`src/rtl/pipe_hazard_ctrl.sv`:
```
// Decode-stage hazard/flush controller: a load scoreboard gives RAW/WAW/capacity stalls,
// and a redirect opens a fixed-length flush window over the decode pipe.
module pipe_hazard_ctrl #(
   parameter int unsigned MAX_PENDING   = 4,
   parameter int unsigned FLUSH_CYCLES  = 2,
   parameter int unsigned STALL_TIMEOUT = 255
) (
   input  logic       clk,
   input  logic       reset_n,
   input  logic       issue_valid,
   input  logic [4:0] issue_rs1,
   input  logic [4:0] issue_rs2,
   input  logic       issue_use_rs1,
   input  logic       issue_use_rs2,
   input  logic [4:0] issue_rd,
   input  logic       issue_is_load,
   input  logic       wb_valid,
   input  logic [4:0] wb_rd,
   input  logic       redirect,
   output logic       stall,
   output logic       flush,
   output logic       issue_fire,
   output logic [4:0] pending_cnt,
   output logic       err_spurious,
   output logic       stall_timeout
);

   localparam int unsigned NREG    = 32;
   localparam int unsigned CNT_W   = 5;
   localparam int unsigned STALL_W = 8;
   localparam int unsigned FC_W    = (FLUSH_CYCLES > 1) ? $clog2(FLUSH_CYCLES) : 1;

   typedef enum logic {
      RUN   = 1'b0,
      FLUSH = 1'b1
   } state_t;

   state_t              state, state_nxt;
   logic [FC_W-1:0]     flush_cnt, flush_cnt_nxt;

   logic [NREG-1:0]     sb, sb_nxt;
   logic [NREG-1:0]     clr_mask, set_mask, eff;
   logic [CNT_W-1:0]    pending_cnt_eff, pending_cnt_nxt;
   logic [STALL_W-1:0]  stall_cnt, stall_cnt_nxt;

   logic                clr_valid, set_valid, wb_spurious;
   logic                haz_rs1, haz_rs2, haz_rd, haz_cap, hazard;
   logic                in_run;

   // Same-cycle writeback resolves the hazard it clears
   assign clr_mask  = wb_valid ? (NREG'(1) << wb_rd) : '0;
   assign eff       = sb & ~clr_mask;
   assign clr_valid = wb_valid & sb[wb_rd];
   assign wb_spurious = wb_valid & ~sb[wb_rd];

   assign pending_cnt_eff = pending_cnt - CNT_W'(clr_valid);

   assign haz_rs1 = issue_use_rs1 & eff[issue_rs1];
   assign haz_rs2 = issue_use_rs2 & eff[issue_rs2];
   assign haz_rd  = (issue_rd != 5'd0) & eff[issue_rd];
   assign haz_cap = issue_is_load & (issue_rd != 5'd0) &
                    (pending_cnt_eff == CNT_W'(MAX_PENDING));
   assign hazard  = issue_valid & (haz_rs1 | haz_rs2 | haz_rd | haz_cap);

   assign in_run     = (state == RUN);
   assign stall      = hazard & in_run;
   assign flush      = (state == FLUSH);
   assign issue_fire = issue_valid & ~stall & ~flush;

   assign set_valid = issue_fire & issue_is_load & (issue_rd != 5'd0);
   assign set_mask  = set_valid ? (NREG'(1) << issue_rd) : '0;

   // Set wins over a same-cycle clear; x0 never becomes pending
   assign sb_nxt = ((sb & ~clr_mask) | set_mask) & ~NREG'(1);

   assign pending_cnt_nxt = pending_cnt + CNT_W'(set_valid) - CNT_W'(clr_valid);

   assign stall_cnt_nxt = !stall ? '0 :
                          (stall_cnt == '1) ? stall_cnt : stall_cnt + STALL_W'(1);

   // Flush sequencer state register
   always_ff @(posedge clk or negedge reset_n) begin
      if (!reset_n) begin
         state     <= RUN;
         flush_cnt <= '0;
      end else begin
         state     <= state_nxt;
         flush_cnt <= flush_cnt_nxt;
      end
   end

   // Flush sequencer next state; a redirect inside the window restarts it
   always_comb begin
      state_nxt     = state;
      flush_cnt_nxt = flush_cnt;
      case (state)
         RUN: begin
            if (redirect) begin
               state_nxt     = FLUSH;
               flush_cnt_nxt = FC_W'(FLUSH_CYCLES - 1);
            end
         end
         FLUSH: begin
            if (redirect) begin
               flush_cnt_nxt = FC_W'(FLUSH_CYCLES - 1);
            end else if (flush_cnt == '0) begin
               state_nxt = RUN;
            end else begin
               flush_cnt_nxt = flush_cnt - FC_W'(1);
            end
         end
         default: begin
            state_nxt     = RUN;
            flush_cnt_nxt = '0;
         end
      endcase
   end

   // Scoreboard, occupancy, stall watchdog and sticky error flags
   always_ff @(posedge clk or negedge reset_n) begin
      if (!reset_n) begin
         sb            <= '0;
         pending_cnt   <= '0;
         stall_cnt     <= '0;
         err_spurious  <= 1'b0;
         stall_timeout <= 1'b0;
      end else begin
         sb          <= sb_nxt;
         pending_cnt <= pending_cnt_nxt;
         stall_cnt   <= stall_cnt_nxt;
         if (wb_spurious) begin
            err_spurious <= 1'b1;
         end
         if (stall && (stall_cnt == STALL_W'(STALL_TIMEOUT))) begin
            stall_timeout <= 1'b1;
         end
      end
   end

endmodule

```
`config.mk`:
```
export PLATFORM = sky130hd
export DESIGN_NAME = pipe_hazard_ctrl
export DESIGN_NICKNAME = d
export VERILOG_FILES = /design/src/rtl/pipe_hazard_ctrl.sv
export SDC_FILE = /design/constraint.sdc
export NUM_CORES = 1
export LEC_CHECK = 0
export ABC_CLOCK_PERIOD_IN_PS = 8400
export CORE_MARGIN = 1
export CORE_UTILIZATION = 60
export CTS_BUF_LIST = sky130_fd_sc_hd__clkbuf_4 sky130_fd_sc_hd__clkbuf_8 sky130_fd_sc_hd__clkbuf_16
export DETAILED_ROUTE_END_ITERATION = 10
export PLACE_DENSITY = 0.83
export REMOVE_ABC_BUFFERS = 1
export SLEW_MARGIN = 15
export SYNTH_ARGS = -nofsm -noshare
export SYNTH_HDL_FRONTEND = slang
export SYNTH_SLANG_ARGS = --single-unit
```
`constraint.sdc`:
```
create_clock -name clk -period 8.4 [get_ports clk]
set_input_delay 1.26 -clock clk [delete_from_list [all_inputs] [get_ports clk]]
set_output_delay 1.26 -clock clk [all_outputs]
set_load 0.03 [all_outputs]
```
# Word-level counts from Yosys, hierarchy flattened
# Cells that the tools add are included.
dict set report word_totals {
  reg_bits 48
  input_bits 28
  output_inout_bits 10
  elab_cells 66
}
dict set report op_classes {
  add_sub_neg 5
  n_lt_le_gt_ge 4
  eq_ne 4
  n_shift 2
  muxes 20
  bitwise_logic 22
  n_reduce_logical 2
}
# op count
set op_table {}
lappend op_table {{$mux 32} 2}
lappend op_table {{$shl 1x5->32 const A} 2}
lappend op_table {{$and 32x32->32} 1}
lappend op_table {{$not 32->32} 1}
lappend op_table {{$or 32x32->32} 1}
lappend op_table {{$lt 5x6->1 const B} 4}
lappend op_table {{$bmux 1 s5} 4}
lappend op_table {{$mux 8} 2}
lappend op_table {{$and 1x1->1} 13}
lappend op_table {{$mux 1} 10}
lappend op_table {{$sub 5x1->5} 2}
lappend op_table {{$add 8x1->8 const B} 1}
lappend op_table {{$eq 8x8->1 const B} 1}
lappend op_table {{$add 5x1->5} 1}
lappend op_table {{$eq 5x3->1 const B} 1}
lappend op_table {{$reduce_bool 5->1} 1}
lappend op_table {{$ne 2x2->1 const B} 2}
lappend op_table {{$pmux 1 s2} 2}
lappend op_table {{$not 1->1} 3}
lappend op_table {{$or 1x1->1} 3}
lappend op_table {{$logic_and 1x1->1} 1}
lappend op_table {{$sub 1x1->1 const B} 1}

# Longest topological paths before layout
# Gate-level depths: netlist (run 1).
dict set report logic_depth {
  word_depth 19
  depth_mapped 24
  ltp_nobuf 21
}

# Worst setup path after synthesis (run 1)
# OpenSTA, ideal clock, no wires.
dict set report synth_timing {
  path_kind {input port to output port}
  from {input wb_rd[0]}
  to {output issue_fire}
  t_arrival_ns 4.883
  setup_slack_ns 2.257
  cell_stages 16
  path_buffers 4
  path_cell_list {buf_2 buf_2 mux4_2 mux4_2 mux2i_1 nor2_1 ha_1 nand2b_1 a21boi_0 xnor2_1 nand3_1 nand4_1 a211o_1 buf_6 buf_2 nor3_1}
}
dict set report synth_via {
  elab_chain_len 15
}
# element line
set synth_rtl {}
lappend synth_rtl {{from (decl)} 18} ;# input logic [4:0] wb_rd,
lappend synth_rtl {{parallel branches: the longest is 9 deep, another holds $sub 5x1->5} -}
lappend synth_rtl {{$or 1x1->1 (*)} 63} ;# assign hazard = issue_valid & (haz_rs1 | haz_rs2 | haz_rd | haz_cap);
lappend synth_rtl {{$and 1x1->1 (*)} 63}
lappend synth_rtl {{$and 1x1->1 (*)} 66} ;# assign stall = hazard & in_run;
lappend synth_rtl {{$not 1->1 (*)} 68} ;# assign issue_fire = issue_valid & ~stall & ~flush;
lappend synth_rtl {{$and 1x1->1 (*) (2 in series)} 68}
lappend synth_rtl {{to (decl)} 22} ;# output logic issue_fire,
# Mark *: on every way between the ends. The select of a mux whose other input is x is not followed.

# Worst setup path in the final report (run 1)
# Same ends and word-level chain as after synthesis.

==> impl_metrics.env, run 1 <==
export IMPL_outcome="complete, but fails checks"
export IMPL_violations="DRC"
export IMPL_cts_sinks=48
export IMPL_worstPathRequired_ps=7140
export IMPL_synth_ff_type="dfrtp_1"
export IMPL_vias_per_cell=7.43
export IMPL_cts_hold_buf=0
export IMPL_min_path_type="flop to flop"
export IMPL_grt_use_total_pct=36.9
export IMPL_ys_seq_area_share_pct=29.2
export IMPL_post_place_cells=546
export IMPL_worstSkewPairLatency_ps=300
export IMPL_drtIter0Drc=542
export IMPL_synthCells=461
export IMPL_drive_gt1_share_pct=9.43
export IMPL_worstMarginPinSlew_ps=1210
export IMPL_syn_cell_area_um2=4120
export IMPL_start_util_pct=63.4
export IMPL_cp_arrival_ps=5860
export IMPL_grt_overflow_total=0
export IMPL_final_common_cell="dfrtp_1"
export IMPL_hold_depth=1
export IMPL_synth_top_area_share_pct=29.2
export IMPL_relSlewSlack_pct=19.1
export IMPL_final_nets=516
export IMPL_grt_pass1_vias=3807
export IMPL_hold_viol=0
export IMPL_drc=5
export IMPL_fin_cells=554
export IMPL_rows=29
export IMPL_core_area_um2=6490
export IMPL_p_leak_nw=1.76
export IMPL_rsz0062_at_grt="no"
export IMPL_max_freq_mhz=140
export IMPL_die_y_um=84.9
export IMPL_wl_per_cell_um=23.2
export IMPL_power_per_cell_area_nw_per_um2=179
export IMPL_worstSetupPathType="primary input to output pin"
export IMPL_fin_setup_tns_ps=0
export IMPL_ff2ff_setup_slack_ps=3360
export IMPL_syn_to_final_growth_pct=12.2
export IMPL_post_cts_buffers=0
export IMPL_cp_start_kind="primary input"
export IMPL_wl_um=12900
export IMPL_slew_viol_final=0
export IMPL_cts_made_buffers=5
export IMPL_setup_violations_final=0
export IMPL_clock_tree_root_cell="clkbuf_8"
export IMPL_via_count=4118
export IMPL_period_needed_ps=7120
export IMPL_grt_first_pass_wirelength_um=20500
export IMPL_port_buffers=37
export IMPL_die_x_um=84.9
export IMPL_htreeDepth=2
export IMPL_dieArea_um2=7200
export IMPL_path_clk_slew_ps=80
export IMPL_place_congestion=1.00
export IMPL_grt_start_max_net_pins=49
export IMPL_worstHoldEndpoint="flush_cnt"
export IMPL_critPathMaxFanout=22
export IMPL_diodes=0
export IMPL_min_from="flush_cnt"
export IMPL_antenna_found_initial=0
export IMPL_clockBufferDepth=2
export IMPL_reg2regPathDepth=21
export IMPL_cp_end_kind="output pin"
export IMPL_synthTopCellsByArea="dfrtp_1, mux4_2, o31ai_1"
export IMPL_postRouteAntennaNets=0
export IMPL_final_cell_mix="dfrtp_1, o21ai_0, clkdlybuf4s50_1, o31ai_1, nor3_1"
export IMPL_drv_cap=0
export IMPL_ys_seq_elements=48
export IMPL_async_flop_share_pct=100
export IMPL_finalClockSkew_ps=10.2
export IMPL_drt_first_pass_iters=9
export IMPL_cts_tree="built"
export IMPL_rr_endpoint="pending_cnt[4]"
export IMPL_reg2reg_from="sb[15]"
export IMPL_ioPinCount=38
export IMPL_hpwl_um=9470
export IMPL_synth_area_per_cell_um2=8.93
export IMPL_yosysWarnings=0
export IMPL_fin_crit_sh_pct=84.8
export IMPL_synth_edff_count=0
export IMPL_ir_worst_vdd_uv=232
export IMPL_yosysTopAreaCell="dfrtp_1"
export IMPL_cts_resized=0
export IMPL_yosysUniqueCellTypes=66
==> how the worst max path moves through the flow <==
stage	cells after the start	start	end
after floorplan	12	wb_rd[0]	issue_fire
after global placement	22	wb_rd[0]	pending_cnt[4]
after detailed placement	22	wb_rd[0]	pending_cnt[4]
after CTS	15	wb_rd[0]	issue_fire
after global routing	15	wb_rd[0]	issue_fire
final	15	wb_rd[0]	issue_fire
==> metal layers <==
layer	routed length (µm)	track usage, %	share of wire (%)
met1	5200	52.3	40
met2	5910	59.2	46
met3	1460	5.93	11
met4	272	10.2	2.1
met5	0	0	0
==> flip-flops by register name, indices dropped and copies added (netlist names) <==
name,flops
err_spurious,1
flush,1
flush_cnt,1
pending_cnt,5
sb,31
stall_cnt,8
stall_timeout,1
==> per-stage QoR <==
stage | util (%) | hold WS, ps | power [mW] | setup slack [ps] | area [µm²]
after floorplan | - | 453 | 0.476 | 2660 | 3960
after global placement | 68.7 | 464 | 0.590 | 1360 | 4460
after detailed placement | 68.7 | 481 | 0.599 | 1270 | 4460
after CTS | 71.2 | 501 | 0.824 | 1350 | 4620
after global routing | 71.2 | 520 | 0.865 | 866 | 4620
final | 71.2 | 496 | 0.826 | 1280 | 4620
==> power breakdown <==
part / total [mW] / leakage, nW / internal [mW] / switching [mW]
clock network: 0.226 / 0.0784 / 0.149 / 0.0768
logic: 0.314 / 1.04 / 0.128 / 0.186
registers: 0.287 / 0.642 / 0.257 / 0.0301
total: 0.826 / 1.76 / 0.534 / 0.293
==> worst max-delay path: stages <==
cell and delay [ps]:
clkdlybuf4s50_1 1170, nand2b_1 470, o22ai_1 280, mux4_2 280, mux2i_1 90, nor2_1 260
ha_1 260, nand2b_1 60, a21boi_0 210, xnor2_1 90, nand3_1 90, nand4_1 110
a211o_1 330, nor3_1 180, clkdlybuf4s50_1 710
==> logic make-up after synthesis <==
group	after synthesis	synth area share (%)
flops	48	29.2
buf+inv	56	5.83
compound gates	146	25.4
simple gates	151	20.4
mux	35	12.6
xor+xnor	13	2.76
fa+ha+maj	12	3.83
==> cells in the mapped netlist (8+ instances only) <==
cell,number
o2111ai_1,8
a211oi_1,9
mux4_2,13
or3_1,12
ha_1,11
o211ai_1,11
buf_2,12
nor2_1,19
nand4_1,11
nand2_1,20
nor3_1,24
o21ai_0,38
nand3_1,20
dfrtp_1,48
o31ai_1,27
clkbuf_1,19
a21oi_1,8
mux2i_1,16
inv_1,21
==> final cells by class <==
type                       instances  area (µm²)
clock buffer                       5        68.8
clock inverter                     3        90.1
fill                             510        1870
inverter                          22        82.6
multi-input combinational        357        2680
sequential                        48        1200
tap                               77        96.3
timing repair buffer              42         403
Power figures use the tool's default switching activity.
==> run 2, diff against run 1 <==
--- a/config.mk
+++ b/config.mk
@@ -5,12 +5,12 @@
 export SDC_FILE = /design/constraint.sdc
 export NUM_CORES = 1
 export LEC_CHECK = 0
-export ABC_CLOCK_PERIOD_IN_PS = 8400
+export ABC_CLOCK_PERIOD_IN_PS = 7300
 export CORE_MARGIN = 1
-export CORE_UTILIZATION = 60
+export CORE_UTILIZATION = 59
 export CTS_BUF_LIST = sky130_fd_sc_hd__clkbuf_4 sky130_fd_sc_hd__clkbuf_8 sky130_fd_sc_hd__clkbuf_16
 export DETAILED_ROUTE_END_ITERATION = 10
-export PLACE_DENSITY = 0.83
+export PLACE_DENSITY = 0.82
 export REMOVE_ABC_BUFFERS = 1
 export SLEW_MARGIN = 15
 export SYNTH_ARGS = -nofsm -noshare
==> constraint.sdc (replaced) <==
create_clock -name clk -period 7.3 [get_ports clk]
set_input_delay 1.095 -clock clk [delete_from_list [all_inputs] [get_ports clk]]
set_output_delay 1.095 -clock clk [all_outputs]
set_load 0.03 [all_outputs]
==> run 2 against run 1 <==
The run now ends clean. Global-route usage grew 1.5 points. Cell count is 1.6% higher. Setup slack worse by 600 ps. Sequential share of layout area barely moved. Flip-flop and latch count unchanged. Clock power fell by 11%. Critical path depth is 1 higher. Register-to-register slack got worse by 1200 ps. Worst hold slack improved by 4.3 ps.
==> impl_metrics.env, run 2 (synthesized netlist as in run 1, its figures left out) <==
export IMPL_cts_tree="built"
export IMPL_grt_pass1_vias=3935
export IMPL_grt_overflow_total=0
export IMPL_crit_family="buffers and inverters"
export IMPL_grt_first_pass_wirelength_um=21100
export IMPL_power_per_cell_area_nw_per_um2=194
export IMPL_clock_tree_root_cell="clkbuf_8"
export IMPL_dieArea_um2=7320
export IMPL_vias_per_cell=7.42
export IMPL_largestRegisters="sb (31), stall_cnt (8), pending_cnt (5)"
export IMPL_cp_arrival_ps=5530
export IMPL_cp_end_kind="output pin"
export IMPL_cts_sinks=48
export IMPL_diodes=0
export IMPL_cp_num_cells=16
export IMPL_fin_hold_ws_ps=500
export IMPL_reg2reg_from="sb[9]"
export IMPL_htreeDepth=2
export IMPL_cp_slowest_stage_delay_ps=890
export IMPL_outcome="complete, no violations"
export IMPL_die_x_um=85.6
export IMPL_crit_start="wb_rd[1]"
export IMPL_hpwl_um=9920
export IMPL_p_leak_nw=1.77
export IMPL_core_area_um2=6760
export IMPL_drv_cap=0
export IMPL_wl_um=13600
export IMPL_post_cts_buffers=0
export IMPL_cp_slowest_cell="clkdlybuf4s50_1"
export IMPL_finalClockSkew_ps=12.0
export IMPL_postRouteAntennaNets=0
export IMPL_crit_chain="clkdlybuf4s50_1 -> nand2b_1 -> buf_4 -> o22ai_1 -> mux4_2 -> mux2i_1 -> nor2_1 -> ha_1 -> nand2b_1 -> a21boi_0 -> xnor2_1 -> nand3_1 -> nand4_1 -> a211o_1 -> nor3_1 -> clkdlybuf4s50_1"
export IMPL_drive_gt1_share_pct=10.6
export IMPL_worstMarginPinSlew_ps=879
export IMPL_worstPathRequired_ps=6200
export IMPL_hold_depth=1
export IMPL_drt_first_pass_iters=5
export IMPL_final_cell_mix="dfrtp_1, o21ai_0, clkdlybuf4s50_1, o31ai_1, nor3_1"
export IMPL_worstSkewPairLatency_ps=320
export IMPL_setup_violations_final=0
export IMPL_ioPinCount=38
export IMPL_place_congestion=0.995
export IMPL_die_y_um=85.6
export IMPL_path_clk_slew_ps=90
export IMPL_final_common_cell="dfrtp_1"
export IMPL_reg2regPathDepth=20
export IMPL_cts_hold_buf=0
export IMPL_drc=0
export IMPL_cp_buffers_inverters=3
export IMPL_ir_worst_vdd_uv=230
export IMPL_worstSetupPathType="primary input to output pin"
export IMPL_rows=30
export IMPL_drtIter0Drc=633
export IMPL_setup_slack_ps=672
export IMPL_start_util_pct=61.0
export IMPL_fin_util_pct=68.4
export IMPL_largest_reg_flops=31
export IMPL_port_buffers=37
export IMPL_wl_per_cell_um=24.1
export IMPL_min_path_type="flop to flop"
export IMPL_cts_made_buffers=5
export IMPL_min_from="flush_cnt"
export IMPL_final_nets=522
export IMPL_syn_to_final_growth_pct=12.3
export IMPL_antenna_found_initial=0
export IMPL_max_freq_mhz=151
export IMPL_period_needed_ps=6630
export IMPL_cts_resized=0
export IMPL_top_register="sb"
export IMPL_cp_start_kind="primary input"
export IMPL_fin_setup_tns_ps=0
export IMPL_rsz0062_at_grt="no"
export IMPL_slew_viol_final=0
export IMPL_grt_use_total_pct=38.4
export IMPL_critPathMaxFanout=18
export IMPL_clockBufferDepth=2
export IMPL_relSlewSlack_pct=41.2
export IMPL_via_count=4180
export IMPL_grt_start_max_net_pins=49
export IMPL_pre_cts_ws_ps=728
export IMPL_fin_crit_sh_pct=90.8
export IMPL_hold_viol=0
-- run 2: path summary, 6_finish.rpt --
kind                                  endpoint  slack, ps
worst max-delay path                issue_fire        670
worst min-delay path                 flush_cnt        500
worst max register to register  pending_cnt[4]       2140
worst min register to register       flush_cnt        500
max in group asynchronous               sb[17]       5990
min in group asynchronous               sb[13]        870
-- run 2: where the power goes --
part           leakage (nW)  switching [mW]  internal, mW  total [mW]
Sequential            0.642          0.0327         0.295       0.328
Combinational          1.07           0.215         0.150       0.365
Clock                0.0541           0.100         0.102       0.202
-- run 2: cell type report --
cell class / count / area, µm²
clock buffers: 5 / 68.8
clock inverters: 3 / 42.5
inverters: 22 / 82.6
flip-flops and latches: 48 / 1200
well taps: 80 / 100
repair buffers: 48 / 448
multi-input cells: 357 / 2680
fillers: 563 / 2130
-- run 2: per-stage QoR --
step,area (µm²),power (mW),cells
CTS,4620,0.889,563
detailed placement,4510,0.691,555
global route,4620,0.939,563
floorplan,3960,0.548,427
finish,4620,0.895,563
global placement,4510,0.681,555
-- run 2: layer usage --
layer	part of all wire [%]	wire length, µm	vias to the layer above	track usage [%]
met5	0	0	-	0
met4	4.6	621	0	19.8
met3	11	1510	65	10.2
li1	-	-	1838	-
met1	39	5330	1961	51.9
met2	45	6120	316	56.9
==> run 3, diff against run 2 <==
--- a/config.mk
+++ b/config.mk
@@ -6,6 +6,7 @@
 export NUM_CORES = 1
 export LEC_CHECK = 0
 export ABC_CLOCK_PERIOD_IN_PS = 7300
+export CAP_MARGIN = 20
 export CORE_MARGIN = 1
 export CORE_UTILIZATION = 59
 export CTS_BUF_LIST = sky130_fd_sc_hd__clkbuf_4 sky130_fd_sc_hd__clkbuf_8 sky130_fd_sc_hd__clkbuf_16
==> results of run 3 <==
Final layout, timing and power as in run 2 (identical DEF).
